<file path="src/rtl/fifo_write_arbiter.sv">
// Round-robin arbiter sharing one FIFO write port among N_REQ requesters.
// Grants one requester at a time for a burst of up to BURST words.
module fifo_write_arbiter #(
  parameter int unsigned N_REQ = 4,
  parameter int unsigned DW    = 16,
  parameter int unsigned BURST = 4
) (
  input  logic              Clk,
  input  logic              Rst,
  input  logic              EN,
  input  logic [N_REQ-1:0]  req,
  input  logic [N_REQ*DW-1:0] reqData,
  input  logic [N_REQ-1:0]  last,
  output logic [N_REQ-1:0]  ack,
  output logic [N_REQ-1:0]  grant,
  input  logic              fifoFull,
  output logic              fifoWR,
  output logic [DW-1:0]     fifoData,
  output logic              busy
);

  localparam int unsigned PW = $clog2(N_REQ);

  typedef enum logic [0:0] {StIdle, StXfer} state_e;

  state_e           state_q, state_d;
  logic [N_REQ-1:0] grant_q, grant_d;
  logic [PW-1:0]    ptr_q, ptr_d;
  logic [3:0]       cnt_q, cnt_d;
  logic [PW-1:0]    pick;
  logic             found;
  logic             accept;
  logic             release_grant;
  int unsigned      idx;

  // Rotating priority search starting just after the last granted index.
  always_comb begin
    pick  = '0;
    found = 1'b0;
    idx   = 0;
    for (int unsigned k = 1; k <= N_REQ; k++) begin
      idx = (32'(ptr_q) + k) % N_REQ;
      if (!found && req[idx[PW-1:0]]) begin
        found = 1'b1;
        pick  = idx[PW-1:0];
      end
    end
  end

  // While in StXfer, ptr_q holds the granted index.
  always_comb begin
    state_d       = state_q;
    grant_d       = grant_q;
    ptr_d         = ptr_q;
    cnt_d         = cnt_q;
    accept        = 1'b0;
    release_grant = 1'b0;
    unique case (state_q)
      StIdle: begin
        if (EN && found) begin
          grant_d       = '0;
          grant_d[pick] = 1'b1;
          ptr_d         = pick;
          cnt_d         = '0;
          state_d       = StXfer;
        end
      end
      StXfer: begin
        accept = EN & req[ptr_q] & ~fifoFull;
        if (accept) begin
          cnt_d = cnt_q + 4'd1;
          if (last[ptr_q] || (cnt_q + 4'd1 == 4'(BURST))) release_grant = 1'b1;
        end
        if (EN && !req[ptr_q]) release_grant = 1'b1;
        if (release_grant) begin
          grant_d = '0;
          state_d = StIdle;
        end
      end
    endcase
  end

  always_ff @(posedge Clk) begin
    if (Rst) begin
      state_q <= StIdle;
      grant_q <= '0;
      ptr_q   <= PW'(N_REQ - 1);
      cnt_q   <= '0;
    end else begin
      state_q <= state_d;
      grant_q <= grant_d;
      ptr_q   <= ptr_d;
      cnt_q   <= cnt_d;
    end
  end

  always_comb begin
    fifoData = '0;
    for (int unsigned i = 0; i < N_REQ; i++) begin
      if (grant_q[i]) fifoData = fifoData | reqData[i*DW +: DW];
    end
  end

  assign ack    = accept ? grant_q : '0;
  assign fifoWR = accept;
  assign grant  = grant_q;
  assign busy   = (state_q == StXfer);

endmodule

</file>
<file path="config.mk">
export PLATFORM = sky130hd
export DESIGN_NAME = fifo_write_arbiter
export DESIGN_NICKNAME = d
export VERILOG_FILES = /design/src/rtl/fifo_write_arbiter.sv
export SDC_FILE = /design/constraint.sdc
export NUM_CORES = 1
export LEC_CHECK = 0
export CORE_ASPECT_RATIO = 1.5
export CORE_UTILIZATION = 25
export CTS_CLUSTER_DIAMETER = 40
export DETAILED_ROUTE_END_ITERATION = 12
export PLACE_DENSITY = 0.69
export SYNTH_ARGS = -nofsm -noshare
export SYNTH_HDL_FRONTEND = slang
export SYNTH_SLANG_ARGS = --single-unit
export TNS_END_PERCENT = 50
</file>
<file path="constraint.sdc">
create_clock -name Clk -period 2.95 [get_ports Clk]
set_input_delay 0.295 -clock Clk [delete_from_list [all_inputs] [get_ports Clk]]
set_output_delay 0.295 -clock Clk [all_outputs]
set_load 0.01 [all_outputs]
</file>
==> After elaboration in Yosys (flattened, before gate mapping) <==
Cells that the tools add are included.
{ "classes": {"addsub": 5, "n_lt_le_gt_ge": 7, "eq_ne": 4, "mux": 41, "n_bitwise": 7, "n_reduce_logical": 14} }
{ "ops": {"columns": ["cell", "n"], "rows": [
  ["16-bit two-way mux", 4],
  ["16-bit bitwise OR", 3],
  ["4-bit two-way mux", 5],
  ["2-bit by 3-bit < comparator with 1-bit output (second input constant)", 6],
  ["1-bit two-way mux", 18],
  ["4-bit one-hot mux with 2 select lines", 2],
  ["1-bit binary-select mux with 2-bit select", 6],
  ["2-bit two-way mux", 4],
  ["1-bit logical AND", 6],
  ["2-bit AND reduction", 3],
  ["2-bit by 1-bit adder with 2-bit output (second input constant)", 2],
  ["2-bit adder (second input constant)", 2],
  ["4-bit by 1-bit adder with 4-bit output (second input constant)", 1],
  ["4-bit by 3-bit == test with 1-bit output (second input constant)", 1],
  ["1-bit zero test", 4],
  ["2-bit by 1-bit != test with 1-bit output (second input constant)", 2],
  ["1-bit bitwise AND", 2],
  ["1-bit demux with 2-bit select", 1],
  ["2-bit by 1-bit greater-or-equal comparator with 1-bit output (second input constant)", 1],
  ["2-bit != test (second input constant)", 1],
  ["1-bit inverter", 2],
  ["1-bit one-hot mux with 2 select lines", 1],
  ["1-bit logical OR", 1]
]} }
{ "totals": {"reg_bits": 11, "input_bits": 76, "output_inout_bits": 26, "word_cells": 82} }

==> Logic depth before layout (Yosys ltp) <==
{ "depth": {"word_depth": 19, "depth_mapped": 7, "mapped_depth_nobuf": 6} }

==> Worst setup path before layout <==
Ideal clock, no wire load.
{ "synth_timing": {"kind": "register to register", "startpoint": "register cnt_q[0]", "endpoint": "register grant_q[1] (netlist: grant[1])", "setup_time_ns": 0.146, "arrival_ns": 1.605, "t_required_ns": 2.804, "slack_ns": 1.199, "path_stages_with_launch": 6, "synth_period_minus_slack_ns": 1.751, "cell_sequence": "dfxtp_1 -> ha_1 -> or4_1 -> o311a_1 -> a221oi_2 -> o32ai_1"} }
{ "synth_between": {"elab_chain_len": 9} }
{ "synth_lines": {"columns": ["item", "line_no", "source"], "rows": [
  ["start, declared", "29", "logic [3:0] cnt_q, cnt_d;"],
  ["start signal, assigned", "93", "cnt_q <= cnt_d;"],
  ["4-bit by 1-bit adder with 4-bit output", "72", "if (last[ptr_q] || (cnt_q + 4'd1 == 4'(BURST))) release_grant = 1'b1;"],
  ["4-bit by 3-bit == test with 1-bit output", "72", null],
  ["1-bit logical OR", "72", null],
  ["1-bit two-way mux", "72", null],
  ["1-bit two-way mux", "70", "if (accept) begin"],
  ["1-bit two-way mux", "74", "if (EN && !req[ptr_q]) release_grant = 1'b1;"],
  ["1-bit two-way mux", "58", "unique case (state_q)"],
  ["2-bit by 1-bit != test with 1-bit output (no source line)", null, null],
  ["2-bit AND reduction (no source line)", null, null],
  ["end signal, assigned", "91", "grant_q <= grant_d;"],
  ["end, declared", "27", "logic [N_REQ-1:0] grant_q, grant_d;"]
]} }
No other way between the ends. The select of a mux whose other input is x is not followed.
A chain may end at the register's enable or synchronous reset.

==> Worst setup path after layout <==
{ "layout_timing": {"startpoint": "input port req[3]", "endpoint": "output port ack[1]"} }
{ "layout_between": {"elab_chain_len": 6} }
{ "layout_lines": {"columns": ["item", "line_no", "source"], "rows": [
  ["start, declared", "11", "input logic [N_REQ-1:0] req,"],
  ["1-bit binary-select mux with 2-bit select", "69", "accept = EN & req[ptr_q] & ~fifoFull;"],
  ["1-bit two-way mux (implied by the code)", "69", null],
  ["1-bit bitwise AND (2 in a row)", "69", null],
  ["1-bit two-way mux", "58", null],
  ["4-bit two-way mux", "104", "assign ack = accept ? grant_q : '0;"],
  ["end, declared", "14", "output logic [N_REQ-1:0] ack,"]
]} }
No other way between the ends. The select of a mux whose other input is x is not followed.

==> flow_summary.toml <==
[run_status]
status = "completed"

[drt]
drtPass1Iterations = 4
drt-wirelength-per-cell_um = 15.3
ant_nets = 0
vias_per_cell = 5.27
route.detailed.drc = 0
wirelength_mm = 4.31
drtIter0Drc = 26
vias = 1485

[sta]
period_minus_slack_ps = 2440
final.setup.tns_ps = 0
finalHoldViolations = 0
setup_viol = 0
worst_slew_pin_slew_ps = 687
fmax_mhz = 409
rsz0062_at_grt = "no"
skew_ps = 0.466
slew_violations = 0
slew_headroom = 0.541
min_period_over_period = 0.828

[cts]
ctsHoldBuffers = 0
post_cts_resized = 0
cts_setup_buffers = 0
clockBufferDepth = 2
clock_sinks = 11
clkTransAtPathRegs_ps = 50
clockRootBuffer = "clkbuf_8"
cts_tree = "built"
clkLatencyLatePin_ps = 240
cts-htree-levels = 1
cts_buffers = 3

[setup_path]
path_buf_inv = 2
slowest_stage = "clkdlybuf4s50_1"
slowest_delay_ps = 560
critPathKind = "primary input to output port"
crit_chain = "clkdlybuf4s50_1, mux2i_1, o22ai_2, nand2_1, nor2_1, clkdlybuf4s50_1"
path_delay_family = "buffers and inverters"
reg2reg_slack_ps = 1010
critPathRequiredTime_ps = 2650
arrival_ps = 2150
start_kind = "primary input"
critPathMostFrequentCell = "clkdlybuf4s50_1"
endpoint_kind = "output port"
crit_fanout = 5

[synth]
synth-async-reset-ratio = 0
synth_edf_count = 0
synth_warnings = 0
synth_area_sq_um = 1060
syn_inst = 144
synth_nets = 222
ys_seq_area_frac = 0.208
dominantRegCellSynth = "dfxtp_1"
ys_types = 38
syn-mean-instance-area_sq_um = 7.36
ys_ff_latch = 11

[power]
powerDensity_nw_per_um2 = 293
irDropWorstVdd_mv = 0.155
cellLeakagePower_uw = 0.000838

[placed_design]
placed_cell_area_sq_um = 2080
port_buffers = 101
dp_hpwl_mm = 3.49
routabilityCongestion = 0.798

[global_route]
grt_usage = 0.197
grt_pass1_wl_mm = 6.56
grt_pass1_vias = 1407
grt_start_max_net_pins = 20
grt-ovfl-total = 0
antenna_found_initial = 0

[final_layout]
syn_to_final_growth_pct = 100
nFillCells = 394
fin_area_sq_um = 2120
finalNetCount = 316
n_antenna_cell = 0
final_common_cell = "clkdlybuf4s50_1"
drive_gt1_frac = 0.0422
most-common-layout-cells = "clkdlybuf4s50_1 (101), a22oi_1 (32), nand2_1 (25), dfxtp_1 (11)"

[floorplanning]
die_w_um = 55.2
core_area_sq_um = 3990
num_rows = 28
die_h_um = 81.7
ioPinCount = 102
initial_core_util = 0.265
dieArea_sq_um = 4510

[run]
maxCapViolCount = 0

[hold_path]
min_path_type = "flip-flop to flip-flop"
[path summary, 6_finish.rpt]
kind,startpoint,end,cells past startpoint
worst max register to register,cnt_q[1],grant[1],6
worst max-delay path,req[3],ack[1],6
worst min register to register,cnt_q[3],cnt_q[3],2
worst min-delay path,cnt_q[3],cnt_q[3],2
[synthesized netlist by cell type (2+ instances only)]
master	instances	area [sq um]
clkbuf_1	9	33.8
inv_1	7	26.3
nand3_1	2	10.0
dfxtp_1	11	220
mux2i_1	2	20.0
a21oi_1	2	10.0
a22oi_1	32	240
a21o_1	2	15.0
nand2b_1	7	43.8
or4_1	2	15.0
or3_1	2	12.5
and3_1	3	18.8
o21ai_1	2	10.0
o21ai_0	2	10.0
buf_2	3	15.0
ha_1	2	25.0
nor3_1	2	10.0
nor2_1	6	22.5
nand2_1	25	93.8
a221oi_1	2	17.5
o211ai_1	2	15.0
[final cells by class]
| class | count | area [sq um] | share of cell area |
|---|---|---|---|
| well taps | 45 | 56.3 | 0.0265 |
| clock buffers | 3 | 41.3 | 0.0194 |
| flip-flops and latches | 11 | 220 | 0.104 |
| repair buffers | 101 | 1010 | 0.476 |
| inverters | 7 | 26.3 | 0.0124 |
| multi-input cells | 114 | 764 | 0.360 |
| clock inverters | 1 | 5.00 | 0.00236 |
[where the power goes]
group | internal, uW | switching [uW]
Sequential | 157 | 30.2
Combinational | 186 | 96.8
Clock | 93.0 | 60.0
[registers in the layout, indices dropped and copies added (netlist names)]
register,cells
cnt_q,4
grant,4
ptr_q,2
busy,1
[tightest hold or removal path: stages, from the launching register on]
cell	delay [ps]
dfxtp_1	320
inv_1	70
o22ai_1	60
[stage by stage]
step / instances / power [uW] / util / hold slack, ps / setup WS [ps]
2_1_floorplan: 144 / 289 / - / 451 / 1200
3_3_place_gp: 278 / 473 / 0.520 / 475 / 572
3_5_place_dp: 278 / 475 / 0.520 / 481 / 507
4_1_cts: 282 / 629 / 0.532 / 492 / 503
5_1_grt: 282 / 667 / 0.532 / 545 / 355
6_report: 282 / 623 / 0.532 / 498 / 507
[routing by layer]
metal / wire length, um / share of wire / vias up / track usage
met5: 0 / 0 / - / 0
met4: 146 / 0.034 / 0 / 0.0850
met3: 244 / 0.057 / 10 / 0.0204
met2: 2330 / 0.54 / 60 / 0.352
met1: 1580 / 0.37 / 683 / 0.227
li1: - / - / 732 / -
[logic make-up after synthesis]
family	Yosys count	synth area share
buffers and inverters	19	0.0708
AOI/OAI and AO/OA	56	0.409
and+or+nand+nor	52	0.238
DFF	11	0.208
muxes	4	0.0508
adders and majority gates	2	0.0236
No activity file was read; power rests on OpenSTA's default activity.
